### config.mk
export PLATFORM = sky130hd
export DESIGN_NAME = pipe_reg_mux_n
export DESIGN_NICKNAME = d
export VERILOG_FILES = /design/src/rtl/pipe_reg_mux_n.sv
export SDC_FILE = /design/constraint.sdc
export NUM_CORES = 1
export LEC_CHECK = 0
export CAP_MARGIN = 0
export CORE_ASPECT_RATIO = 1.75
export CORE_MARGIN = 1
export CORE_UTILIZATION = 38
export CTS_BUF_LIST = sky130_fd_sc_hd__clkbuf_4 sky130_fd_sc_hd__clkbuf_8
export CTS_CLUSTER_SIZE = 28
export DETAILED_ROUTE_END_ITERATION = 7
export PLACE_DENSITY = 0.86
export SYNTH_ARGS = -nofsm -noshare
export SYNTH_HDL_FRONTEND = slang
export SYNTH_SLANG_ARGS = --single-unit
### constraint.sdc
create_clock -name clk -period 5.3 [get_ports clk]
set_input_delay 1.59 -clock clk [delete_from_list [all_inputs] [get_ports clk]]
set_output_delay 1.59 -clock clk [all_outputs]
set_load 0.02 [all_outputs]
### src/rtl/pipe_reg_mux_n.sv
// pipe_reg_mux_n: stallable, flushable, valid-tracked register pipeline of DEPTH stages (0 = bypass).
// Optional per-stage parity with a sticky error flag is compiled in by defining PIPE_PARITY_EN.
module pipe_reg_mux_n #(
  parameter int WIDTH = 36,
  parameter int DEPTH = 1,
  parameter int CNT_W = 3
) (
  input  logic             clk,
  input  logic             reset,
  input  logic             clken,
  input  logic             flush,
  input  logic [WIDTH-1:0] a,
  input  logic             a_valid,
  input  logic             inj_par_err,
  output logic [WIDTH-1:0] b,
  output logic             b_valid,
  output logic [CNT_W-1:0] fill_cnt,
  output logic             busy,
  output logic             par_err
);

  function automatic logic calc_par(input logic [WIDTH-1:0] v);
    return ^v;
  endfunction

  if (DEPTH == 0) begin : g_bypass
    assign b        = a;
    assign b_valid  = a_valid;
    assign fill_cnt = {CNT_W{1'b0}};
    assign busy     = 1'b0;

`ifdef PIPE_PARITY_EN
    logic par_err_q;
    logic par_err_d;
    logic unused_s;

    // Sticky flag: a valid word presented with the injection bit set.
    always_comb begin
      par_err_d = par_err_q;
      if (a_valid && inj_par_err) begin
        par_err_d = 1'b1;
      end else begin
        par_err_d = par_err_q;
      end
    end

    // Error flag register, cleared only by reset.
    always_ff @(posedge clk or posedge reset) begin
      if (reset) begin
        par_err_q <= 1'b0;
      end else begin
        par_err_q <= par_err_d;
      end
    end

    assign par_err  = par_err_q;
    assign unused_s = ^{clken, flush};
`else
    logic unused_s;
    assign par_err  = 1'b0;
    assign unused_s = ^{clk, clken, flush, inj_par_err};
`endif
  end else begin : g_pipe
    logic [WIDTH-1:0] data_q [DEPTH];
    logic [WIDTH-1:0] data_d [DEPTH];
    logic [DEPTH-1:0] valid_q;
    logic [DEPTH-1:0] valid_d;
    logic [CNT_W-1:0] fill_q;
    logic [CNT_W-1:0] fill_d;
    logic             busy_q;

    // Next-state: flush wins over advance; otherwise hold.
    always_comb begin
      data_d  = data_q;
      valid_d = valid_q;
      fill_d  = fill_q;
      if (flush) begin
        for (int i = 0; i < DEPTH; i++) begin
          data_d[i] = {WIDTH{1'b0}};
        end
        valid_d = {DEPTH{1'b0}};
        fill_d  = {CNT_W{1'b0}};
      end else if (clken) begin
        data_d[0]  = a;
        valid_d[0] = a_valid;
        for (int i = 1; i < DEPTH; i++) begin
          data_d[i]  = data_q[i-1];
          valid_d[i] = valid_q[i-1];
        end
        // Entry and exit in the same cycle cancel out.
        fill_d = fill_q + CNT_W'(a_valid) - CNT_W'(valid_q[DEPTH-1]);
      end else begin
        fill_d = fill_q;
      end
    end

    // Stage data, valid bits and occupancy registers.
    always_ff @(posedge clk or posedge reset) begin
      if (reset) begin
        for (int i = 0; i < DEPTH; i++) begin
          data_q[i] <= {WIDTH{1'b0}};
        end
        valid_q <= {DEPTH{1'b0}};
        fill_q  <= {CNT_W{1'b0}};
        busy_q  <= 1'b0;
      end else begin
        data_q  <= data_d;
        valid_q <= valid_d;
        fill_q  <= fill_d;
        busy_q  <= (fill_d != {CNT_W{1'b0}});
      end
    end

    assign b        = data_q[DEPTH-1];
    assign b_valid  = valid_q[DEPTH-1];
    assign fill_cnt = fill_q;
    assign busy     = busy_q;

`ifdef PIPE_PARITY_EN
    logic [DEPTH-1:0] par_q;
    logic [DEPTH-1:0] par_d;
    logic             par_err_q;
    logic             par_err_d;
    logic             err_hit_s;

    assign err_hit_s = valid_q[DEPTH-1] && (calc_par(data_q[DEPTH-1]) != par_q[DEPTH-1]);

    // Parity bits follow the same flush/advance/hold rules as the data.
    always_comb begin
      par_d     = par_q;
      par_err_d = par_err_q | err_hit_s;
      if (flush) begin
        par_d = {DEPTH{1'b0}};
      end else if (clken) begin
        par_d[0] = calc_par(a) ^ inj_par_err;
        for (int i = 1; i < DEPTH; i++) begin
          par_d[i] = par_q[i-1];
        end
      end else begin
        par_d = par_q;
      end
    end

    // Parity storage and sticky error flag; flush does not clear the flag.
    always_ff @(posedge clk or posedge reset) begin
      if (reset) begin
        par_q     <= {DEPTH{1'b0}};
        par_err_q <= 1'b0;
      end else begin
        par_q     <= par_d;
        par_err_q <= par_err_d;
      end
    end

    assign par_err = par_err_q;
`else
    logic unused_s;
    assign par_err  = 1'b0;
    assign unused_s = inj_par_err;
`endif
  end

endmodule
==> flow_metrics.env <==
export IMPL_status="finished clean"
export IMPL_crit_type="in -> reg"
export IMPL_place_gp_congestion=0.735
export IMPL_initial_core_util_pct=39.6
export IMPL_place_area_um2=2570
export IMPL_cts_buffer_depth=2
export IMPL_die_y_um=92.1
export IMPL_ff2ff_setup_slack_ps=3150
export IMPL_ys_ff_latch=41
export IMPL_rsz0062_at_grt="no"
export IMPL_timing_final_crit_share_pct=61.2
export IMPL_drt_vias_per_instance=4.80
export IMPL_r2r_end="busy$_DFF_PP0_"
export IMPL_yosysSeqAreaShare_pct=58.2
export IMPL_startpoint="flush"
export IMPL_design_area_um2=2680
export IMPL_ios=84
export IMPL_wl_per_cell_um=13.9
export IMPL_synth_warnings=0
export IMPL_drv_cap=0
export IMPL_drt_iter0_drc=15
export IMPL_tightest_slew_ps=675
export IMPL_multi_input_area_um2=638
export IMPL_crit_required_ps=5470
export IMPL_drive_gt1_share_pct=5.75
export IMPL_num_vias=1329
export IMPL_cts_htree_levels=2
export IMPL_clock_root_buffer="clkbuf_8"
export IMPL_post_route_drc_count=0
export IMPL_antennaDiodeCount=0
export IMPL_antenna_found_initial=0
export IMPL_pwr_density_cell_nw_per_um2=279
export IMPL_holdBufCountCts=0
export IMPL_ir_drop_mv=0.221
export IMPL_final_cell_mix="80 x clkdlybuf4s50_1, 41 x dfrtp_1, 40 x nor2_1"
export IMPL_end_kind="flop"
export IMPL_finalHoldViolCount=0
export IMPL_gr_total_overflow=0
export IMPL_endpoint="busy$_DFF_PP0_"
export IMPL_grt_max_degree=42
export IMPL_p_leak_nw=1.28
export IMPL_cts_sinks=41
export IMPL_fin_crit_ps=3240
export IMPL_die_area_um2=4920
export IMPL_synth_cell_types=17
export IMPL_worstPathMaxFanout=23
export IMPL_avgSynthCellArea_um2=12.1
export IMPL_final_setup_viol_count=0
export IMPL_maxSlewHeadroom_pct=54.8
export IMPL_syn_nets=190
export IMPL_dr_pass1_iters=4
export IMPL_first_global_vias=1468
export IMPL_cts_tree="done"
export IMPL_final_common_cell="clkdlybuf4s50_1"
export IMPL_core_um2=4440
export IMPL_clk_latency_ps=280
export IMPL_fin_worst_skew_ps=0.0755
export IMPL_cts_resized_gates=0
export IMPL_cts_made_buffers=5
export IMPL_n_fill_cell=387
export IMPL_clkTransAtPathRegs_ps=70
export IMPL_num_nets_final=271
export IMPL_area_growth_pct=52.1
export IMPL_reg2regPathDepth=8
export IMPL_drv_slew=0
export IMPL_dp_hpwl_um=2800
export IMPL_postRouteAntennaNets=0
export IMPL_drt_wl_total_um=3860
export IMPL_fin_setup_tns_ps=0
export IMPL_gr_usage_all_layers_pct=18.0
export IMPL_syn_inst=145
export IMPL_critPathLaunchType="primary input"
export IMPL_grt_first_pass_wirelength_um=6420
export IMPL_fmax_mhz=308
export IMPL_rows=32
export IMPL_worst_ep_arrival_time_ps=3410
export IMPL_cts_setup_buffers=0
export IMPL_rr_startpoint="fill_cnt[0]$_DFF_PP0_"
export IMPL_regArea_um2=1030
export IMPL_synth_area_um2=1760
export IMPL_io_buffers=81
export IMPL_hp_class="reg -> reg"
export IMPL_die_w_um=53.5
-- flip-flops by register name, summed over array words and instances, names as in the netlist --
register and count:
b 36, busy 1, b_valid 1, fill_cnt 3
-- metrics by stage --
| stage | setup WS, ps | utilization, % | instances | power, W | hold WS, ps |
|---|---|---|---|---|---|
| 4_1_cts | 2010 | 60.3 | 277 | 0.000759 | 529 |
| 3_5_place_dp | 1700 | 57.9 | 270 | 0.000519 | 510 |
| 2_1_floorplan | 2370 | - | 145 | 0.000436 | 630 |
| 5_1_grt | 1900 | 60.3 | 277 | 0.000785 | 559 |
| 3_3_place_gp | 1740 | 57.9 | 270 | 0.000515 | 500 |
| 6_report | 2060 | 60.3 | 277 | 0.000746 | 522 |
-- synth_stat cells --
cell type,instances,area share (%)
a2111o_1,1,0.64
a21o_2,1,0.50
a21oi_1,1,0.28
and2_4,1,0.50
buf_2,3,0.85
buf_4,2,0.85
buf_6,4,2.6
clkbuf_1,1,0.21
conb_1,1,0.21
dfrtp_1,41,58
fa_1,1,1.1
ha_1,2,1.4
inv_1,5,1.1
mux2i_1,39,22
nand2b_1,1,0.36
nor2_1,40,8.5
xnor2_1,1,0.50
-- worst max-delay path: stages --
cell	delay, ps
clkdlybuf4s50_1	900
buf_4	380
nor2_1	110
a2111o_1	410
-- cell families after synthesis --
logic type                 Yosys count  share of synthesized area (%)
AOI/OAI and AO/OA                    3                           1.42
muxes                               39                           22.2
buffers and inverters               15                           5.54
xor gates and xnor gates             1                          0.497
and+or+nand+nor                     42                           9.38
other                                1                          0.213
DFF                                 41                           58.2
adders and majority gates            3                           2.56
-- how the worst min path moves through the flow --
| stage | slack, ps | cells past startpoint | startpoint | endpoint |
|---|---|---|---|---|
| 2_1_floorplan | 630 | 2 | b[0]$_DFFE_PP0P_ | b[0]$_DFFE_PP0P_ |
| 3_3_place_gp | 500 | 2 | b[20]$_DFFE_PP0P_ | b[20]$_DFFE_PP0P_ |
| 3_5_place_dp | 510 | 2 | b[8]$_DFFE_PP0P_ | b[8]$_DFFE_PP0P_ |
| 4_1_cts | 530 | 2 | b[28]$_DFFE_PP0P_ | b[28]$_DFFE_PP0P_ |
| 5_1_grt | 560 | 2 | b[23]$_DFFE_PP0P_ | b[23]$_DFFE_PP0P_ |
| 6_report | 520 | 2 | b[0]$_DFFE_PP0P_ | b[0]$_DFFE_PP0P_ |
-- metal layers --
layer  share of wire [%]  GRT usage, %  vias to the layer above  wire [um]
met1                  39          18.6                      649       1510
met5                   0             0                        -          0
met3                 5.9          4.48                        5        229
met4                 1.5          6.58                        0         56
li1                    -             -                      626          -
met2                  54          32.8                       49       2070
-- cell type report --
type | instances | area share [%]
flip-flops and latches | 41 | 38.3
well taps | 51 | 2.38
clock buffers | 5 | 2.57
inverters | 5 | 0.701
multi-input cells | 89 | 23.8
clock inverters | 2 | 1.31
repair buffers | 84 | 30.9
-- report_power, final --
part | internal, W | total, W | switching [W]
Clock | 0.000137 | 0.000236 | 0.0000989
Sequential | 0.000334 | 0.000345 | 0.0000115
Combinational | 0.0000882 | 0.000165 | 0.0000771
Power figures use the tool's default switching activity.
